### src/rtl/seq_alu_pkg.sv
// Shared definitions for the sequential ALU/accumulator: opcodes and FSM states.
package seq_alu_pkg;

    localparam logic [2:0] OP_MUL   = 3'b000;
    localparam logic [2:0] OP_SHR   = 3'b001;
    localparam logic [2:0] OP_SHL   = 3'b010;
    localparam logic [2:0] OP_ORR   = 3'b011;
    localparam logic [2:0] OP_LOGIC = 3'b100;
    localparam logic [2:0] OP_ADD   = 3'b101;
    localparam logic [2:0] OP_SUB   = 3'b110;
    localparam logic [2:0] OP_INC   = 3'b111;

    typedef enum logic {
        IDLE = 1'b0,
        MUL  = 1'b1
    } state_t;

endpackage

### src/rtl/seq_alu_mul.sv
// Shift-add multiplier core. A start pulse loads the operands; one partial
// product is folded in per cycle for WIDTH cycles. 'done' is high during the
// final iteration and 'prod' then already includes that last partial product,
// so the caller can capture the full result on the same edge.
module seq_alu_mul #(
    parameter int WIDTH = 4
) (
    input  logic                 clk,
    input  logic                 reset,
    input  logic                 start,
    input  logic [WIDTH-1:0]     a,
    input  logic [WIDTH-1:0]     b,
    output logic                 done,
    output logic [2*WIDTH-1:0]   prod
);
    localparam int RES_W = 2 * WIDTH;
    localparam int CNT_W = $clog2(WIDTH) + 1;

    logic [RES_W-1:0] mcand_q;
    logic [WIDTH-1:0] mult_q;
    logic [RES_W-1:0] prod_q;
    logic [CNT_W-1:0] cnt_q;
    logic [RES_W-1:0] prod_sum;

    assign prod_sum = prod_q + (mult_q[0] ? mcand_q : '0);
    assign prod     = prod_sum;
    assign done     = (cnt_q == CNT_W'(1));

    // Operand load on start, then one shift-add step per cycle while counting down.
    always_ff @(posedge clk) begin
        if (reset) begin
            mcand_q <= '0;
            mult_q  <= '0;
            prod_q  <= '0;
            cnt_q   <= '0;
        end else if (start) begin
            mcand_q <= {{WIDTH{1'b0}}, a};
            mult_q  <= b;
            prod_q  <= '0;
            cnt_q   <= CNT_W'(WIDTH);
        end else if (cnt_q != '0) begin
            prod_q  <= prod_sum;
            mcand_q <= mcand_q << 1;
            mult_q  <= mult_q >> 1;
            cnt_q   <= cnt_q - CNT_W'(1);
        end
    end

endmodule

### src/rtl/seq_alu_accum.sv
// ALU/accumulator with valid/ready handshake. Seven single-cycle ops update
// acc on the accept edge; MUL runs WIDTH cycles in the shift-add core.
// Optional feature: define ALU_FLAGS_EN to add registered flag_z/flag_c.
module seq_alu_accum
    import seq_alu_pkg::*;
#(
    parameter int WIDTH = 4
) (
    input  logic                 clk,
    input  logic                 reset,
    input  logic                 in_valid,
    output logic                 in_ready,
    input  logic [2:0]           op,
    input  logic [WIDTH-1:0]     a,
    input  logic                 acc_clr,
    output logic [2*WIDTH-1:0]   acc,
    output logic                 out_valid
`ifdef ALU_FLAGS_EN
    ,
    output logic                 flag_z,
    output logic                 flag_c
`endif
);
    localparam int RES_W = 2 * WIDTH;
    localparam logic [WIDTH:0] WIDTH_L = (WIDTH + 1)'(WIDTH);

    state_t           state_q, state_d;
    logic [RES_W-1:0] acc_q, acc_d;
    logic             out_valid_q, out_valid_d;

    logic [WIDTH-1:0] b;
    logic             accept;
    logic             mul_start;
    logic             mul_done;
    logic [RES_W-1:0] mul_prod;
    logic [WIDTH:0]   sum_ext;
    logic [WIDTH:0]   inc_ext;
    logic [RES_W-1:0] diff_ext;
    logic             shift_big;
    logic [RES_W-1:0] alu_res;

    assign b         = acc_q[WIDTH-1:0];
    assign in_ready  = (state_q == IDLE) & ~acc_clr;
    assign accept    = in_valid & in_ready;
    assign mul_start = accept & (op == OP_MUL);
    assign sum_ext   = {1'b0, a} + {1'b0, b};
    assign inc_ext   = {1'b0, a} + (WIDTH + 1)'(1);
    assign diff_ext  = {{WIDTH{1'b0}}, a} - {{WIDTH{1'b0}}, b};
    assign shift_big = ({1'b0, a} >= WIDTH_L);

    assign acc       = acc_q;
    assign out_valid = out_valid_q;

    seq_alu_mul #(.WIDTH(WIDTH)) u_mul (
        .clk   (clk),
        .reset (reset),
        .start (mul_start),
        .a     (a),
        .b     (b),
        .done  (mul_done),
        .prod  (mul_prod)
    );

    // Single-cycle datapath: result for every non-MUL opcode, zero-extended.
    always_comb begin
        alu_res = '0;
        case (op)
            OP_SHR:   alu_res = shift_big ? '0 : {{WIDTH{1'b0}}, b >> a};
            OP_SHL:   alu_res = shift_big ? '0 : {{WIDTH{1'b0}}, b << a};
            OP_ORR:   alu_res = {{(RES_W-1){1'b0}}, |{a, b}};
            OP_LOGIC: alu_res = {a ^ b, a | b};
            OP_ADD:   alu_res = {{(WIDTH-1){1'b0}}, sum_ext};
            OP_SUB:   alu_res = diff_ext;
            OP_INC:   alu_res = {{(WIDTH-1){1'b0}}, inc_ext};
            default:  alu_res = '0;
        endcase
    end

    // Next-state logic: clear beats accept in IDLE; MUL waits for the core.
    always_comb begin
        state_d     = state_q;
        acc_d       = acc_q;
        out_valid_d = 1'b0;
        case (state_q)
            IDLE: begin
                if (acc_clr) begin
                    acc_d = '0;
                end else if (accept) begin
                    if (op == OP_MUL) begin
                        state_d = MUL;
                    end else begin
                        acc_d       = alu_res;
                        out_valid_d = 1'b1;
                    end
                end
            end
            MUL: begin
                if (mul_done) begin
                    acc_d       = mul_prod;
                    out_valid_d = 1'b1;
                    state_d     = IDLE;
                end
            end
            default: state_d = IDLE;
        endcase
    end

    // State, accumulator and result strobe registers.
    always_ff @(posedge clk) begin
        if (reset) begin
            state_q     <= IDLE;
            acc_q       <= '0;
            out_valid_q <= 1'b0;
        end else begin
            state_q     <= state_d;
            acc_q       <= acc_d;
            out_valid_q <= out_valid_d;
        end
    end

`ifdef ALU_FLAGS_EN
    logic flag_z_q, flag_c_q;
    logic carry_d;

    // Carry/borrow of the current single-cycle op.
    always_comb begin
        carry_d = 1'b0;
        case (op)
            OP_ADD:  carry_d = sum_ext[WIDTH];
            OP_SUB:  carry_d = (a < b);
            OP_INC:  carry_d = inc_ext[WIDTH];
            default: carry_d = 1'b0;
        endcase
    end

    // Flags follow every accumulator update, including clear.
    always_ff @(posedge clk) begin
        if (reset) begin
            flag_z_q <= 1'b0;
            flag_c_q <= 1'b0;
        end else if (state_q == IDLE && acc_clr) begin
            flag_z_q <= 1'b1;
            flag_c_q <= 1'b0;
        end else if (state_q == IDLE && accept && op != OP_MUL) begin
            flag_z_q <= (alu_res == '0);
            flag_c_q <= carry_d;
        end else if (state_q == MUL && mul_done) begin
            flag_z_q <= (mul_prod == '0);
            flag_c_q <= 1'b0;
        end
    end

    assign flag_z = flag_z_q;
    assign flag_c = flag_c_q;
`endif

endmodule

### config.mk
export PLATFORM = sky130hd
export DESIGN_NAME = seq_alu_accum
export DESIGN_NICKNAME = d
export VERILOG_FILES = /design/src/rtl/seq_alu_pkg.sv /design/src/rtl/seq_alu_mul.sv /design/src/rtl/seq_alu_accum.sv
export SDC_FILE = /design/constraint.sdc
export NUM_CORES = 1
export LEC_CHECK = 0
export ABC_AREA = 0
export BUFFER_PORTS_ARGS = -buffer_cell sky130_fd_sc_hd__buf_4
export CAP_MARGIN = 0
export CORE_ASPECT_RATIO = 1.75
export CORE_MARGIN = 1.5
export CORE_UTILIZATION = 30
export DETAILED_ROUTE_END_ITERATION = 6
export PLACE_DENSITY = 0.49
export SYNTH_ARGS = -nofsm -noshare
export SYNTH_HDL_FRONTEND = slang
export SYNTH_SLANG_ARGS = --single-unit
### constraint.sdc
create_clock -name clk -period 2.8 [get_ports clk]
set_input_delay 0.14 -clock clk [delete_from_list [all_inputs] [get_ports clk]]
set_output_delay 0.14 -clock clk [all_outputs]
set_load 0.01 [all_outputs]
==> results by group <==
Timing
  • Unrepaired setup endpoints after global routing: no
  • Worst Tran Pin Value: roughly 800 ps
  • Slew Limit Headroom: between 40% and 50%
  • Final worst path period share: a little over four fifths
  • Clk_skew: 4.19 ps
  • Fmax achieved: about 430 MHz
  • TNS Setup: 0 ps
  • Endpoints failing setup: 0
  • Final min period: between 2000 and 2500 ps
  • Slew Viols, Final: 0
  • Setup slack after layout: 449 ps
  • Hold Vio Cnt, Final: 0

Clock network
  • Setup bufs post-CTS: 0
  • Clk_lat worst skew: between 200 and 300 ps
  • H-tree depth: 2
  • CTS Buf Count: 5
  • CTS clk-pin slew, worst paths: 50 ps
  • TritonCTS sink count: 33
  • Post-CTS Resized: 0
  • Clk Tree Root Cell: clkbuf_16
  • CTS tree: done
  • Cts hold-fix bufs: 0
  • Clock buffer depth: 2

Critical path
  • Setup CP Type: reg -> reg
  • Startpoint types: flip-flop
  • Worst setup EP type: flip-flop
  • Worst setup startpoint: u_mul.mult_q[0]$_SDFFE_PP0P_
  • Worst r2r src: u_mul.mult_q[0]$_SDFFE_PP0P_
  • CP required: ~3000 ps
  • Crit-path max FO: 9
  • Crit path DAT: around 2600 ps

Synth
  • Syn nets: 372
  • Yosys warnings: 0
  • Top cells by count, synth: 51 x nand2_1, 33 x dfxtp_1, 27 x nor2_1
  • Flops & latches, synth: 33
  • Top cell type's share of synthesized area: 25.9%
  • Top-count cell post-synth: nand2_1
  • EDFF count, synth: 0
  • Syn Inst Count: 335
  • Sequential area share after synthesis: 25.9%
  • Mean Syn Cell Area: between 7 and 8 µm²
  • Fraction of registers with async set or reset after synthesis: 0%
  • Yosys top cell by area: dfxtp_1
  • Post-synth top flop: dfxtp_1
  • Cell area after synthesis: between 2000 and 3000 µm²
  • Top cells by area, synth: dfxtp_1 26%, ha_1 11%, nand2_1 7.5%
  • Synth unique cells: 50

Route
  • Routed Antenna Nets: 0
  • DRC Markers: 0
  • DR vias: roughly 2400
  • Routed len/inst: about 16 µm
  • Routed WL: ~7300 µm
  • Pre-Repair DR Iteration Count: 4
  • Vias/cell: 5.40
  • Iter 0 DRT Violations: 117

Floorplan
  • Die Height: ~120 µm
  • Site Rows: between 40 and 50
  • Die W: around 73 µm
  • Core area: ~8300 µm²
  • Die area: around 9100 µm²
  • Ports: 21
  • Starting Density: 30.9%

GRT
  • Congestion Overflow GR: 0
  • First-pass GRT wire length: about 12000 µm
  • Vias in the first global route: around 2400
  • Largest net degree at the start of global routing: 22
  • Gr usage total: between 15 and 20%
  • Initial antenna violation count: 0

Pwr
  • Worst vdd ir: approximately 0.29 mV
  • Pwr Total: about 1.7 mW
  • P per Cell Area: about 580 nW/µm²
  • Leak: between 1 and 1.5 nW

Finish
  • Share of cells above drive strength 1: about an eighth
  • Filler cell count: 883
  • Nets: 388
  • Final design area excluding fillers: around 2900 µm²
  • Layout area overhead: 15.3%
  • Inserted Diodes: 0
  • Non-Filler Instances: 443

Place
  • DPL Wire Length: roughly 5700 µm
  • DP Area: roughly 2800 µm²
  • Gpl congestion: 0.877
  • Post-placement setup slack: around 440 ps
  • Post-placement cell count: ~440
  • Port bufs: 20

Run
  • # Max-Cap Violations: 0

Min path
  • Hold Crit Start: reset
  • Worst hold path class: in -> reg

Run status
  • Status: finished clean
[registers in the layout, summed over array words and instances (netlist names)]
register       flops
acc                8
u_mul.prod_q       8
u_mul.mcand_q      8
u_mul.cnt_q        3
out_valid          1
state_q            1
u_mul.mult_q       4
[metal layers]
metal  part of all wire [%]  track usage, %
met5                      0               0
met1                     37            16.3
met3                    2.8            3.30
met4                    3.0            6.77
met2                     57            33.5
[metrics by stage]
stage               hold WS (ps)  utilization, %
finish                       200            35.6
global route                 217            35.6
CTS                          196            35.6
detailed placement           449            33.9
global placement             447            33.9
floorplan                    316               -
[worst max-delay path, stage by stage (launching register included)]
cell and delay [ps]:
dfxtp_1 370, and2_1 180, ha_1 320, and3_1 200, a22o_1 260, o41a_1 370, mux2_4 320, a311oi_2 240
[path summary, 6_finish.rpt]
path	cells after the start	endpoint	slack, ps
setup / recovery	7	acc[7]$_SDFFE_PP0P_	450
hold / removal	2	u_mul.mult_q[3]$_SDFFE_PP0P_	200
hold reg to reg	2	u_mul.mcand_q[7]$_SDFFE_PP0P_	450
setup reg to reg	7	acc[7]$_SDFFE_PP0P_	450
[area by class of cell]
| type | count | area [µm²] | share of cell area, % |
|---|---|---|---|
| Clock buffer | 7 | 143 | 4.85 |
| Inverter | 19 | 71.3 | 2.43 |
| Multi-Input combinational cell | 264 | 1740 | 59.2 |
| Sequential cell | 33 | 661 | 22.5 |
| Tap cell | 92 | 115 | 3.91 |
| Timing Repair Buffer | 28 | 210 | 7.15 |
[report_power, final]
part           total, mW  internal (mW)  switching (mW)
Clock              0.539          0.348           0.191
Sequential         0.561          0.525          0.0361
Combinational      0.595          0.217           0.378
Total               1.70           1.09           0.605
[cells by family (layout without fill, tap and decap cells)]
family,count (synthesis),count (layout),synth area share [%]
adder cells (fa/ha/maj),26,26,13.6
flip-flops,33,33,25.9
AND/OR/NAND/NOR,139,139,26.1
AO/OA/AOI/OAI,86,86,23.5
buffers and inverters,38,54,5.84
multiplexers,7,7,2.94
XOR/XNOR,6,6,2.06
[cells in the final DEF (no fill, tap or decap), drive strengths merged, types with 5 or more instances in the layout]
master and count:
nand2 51, nor2 27, nor3 5, and2 13, a211oi 7, clkbuf 7, nor2b 7, buf 28
a311oi 13, dfxtp 33, inv 19, mux2i 6, a21oi 25, nand2b 7, nand3 10, ha 23
o21ai 13
No activity file was read; power rests on OpenSTA's default activity.
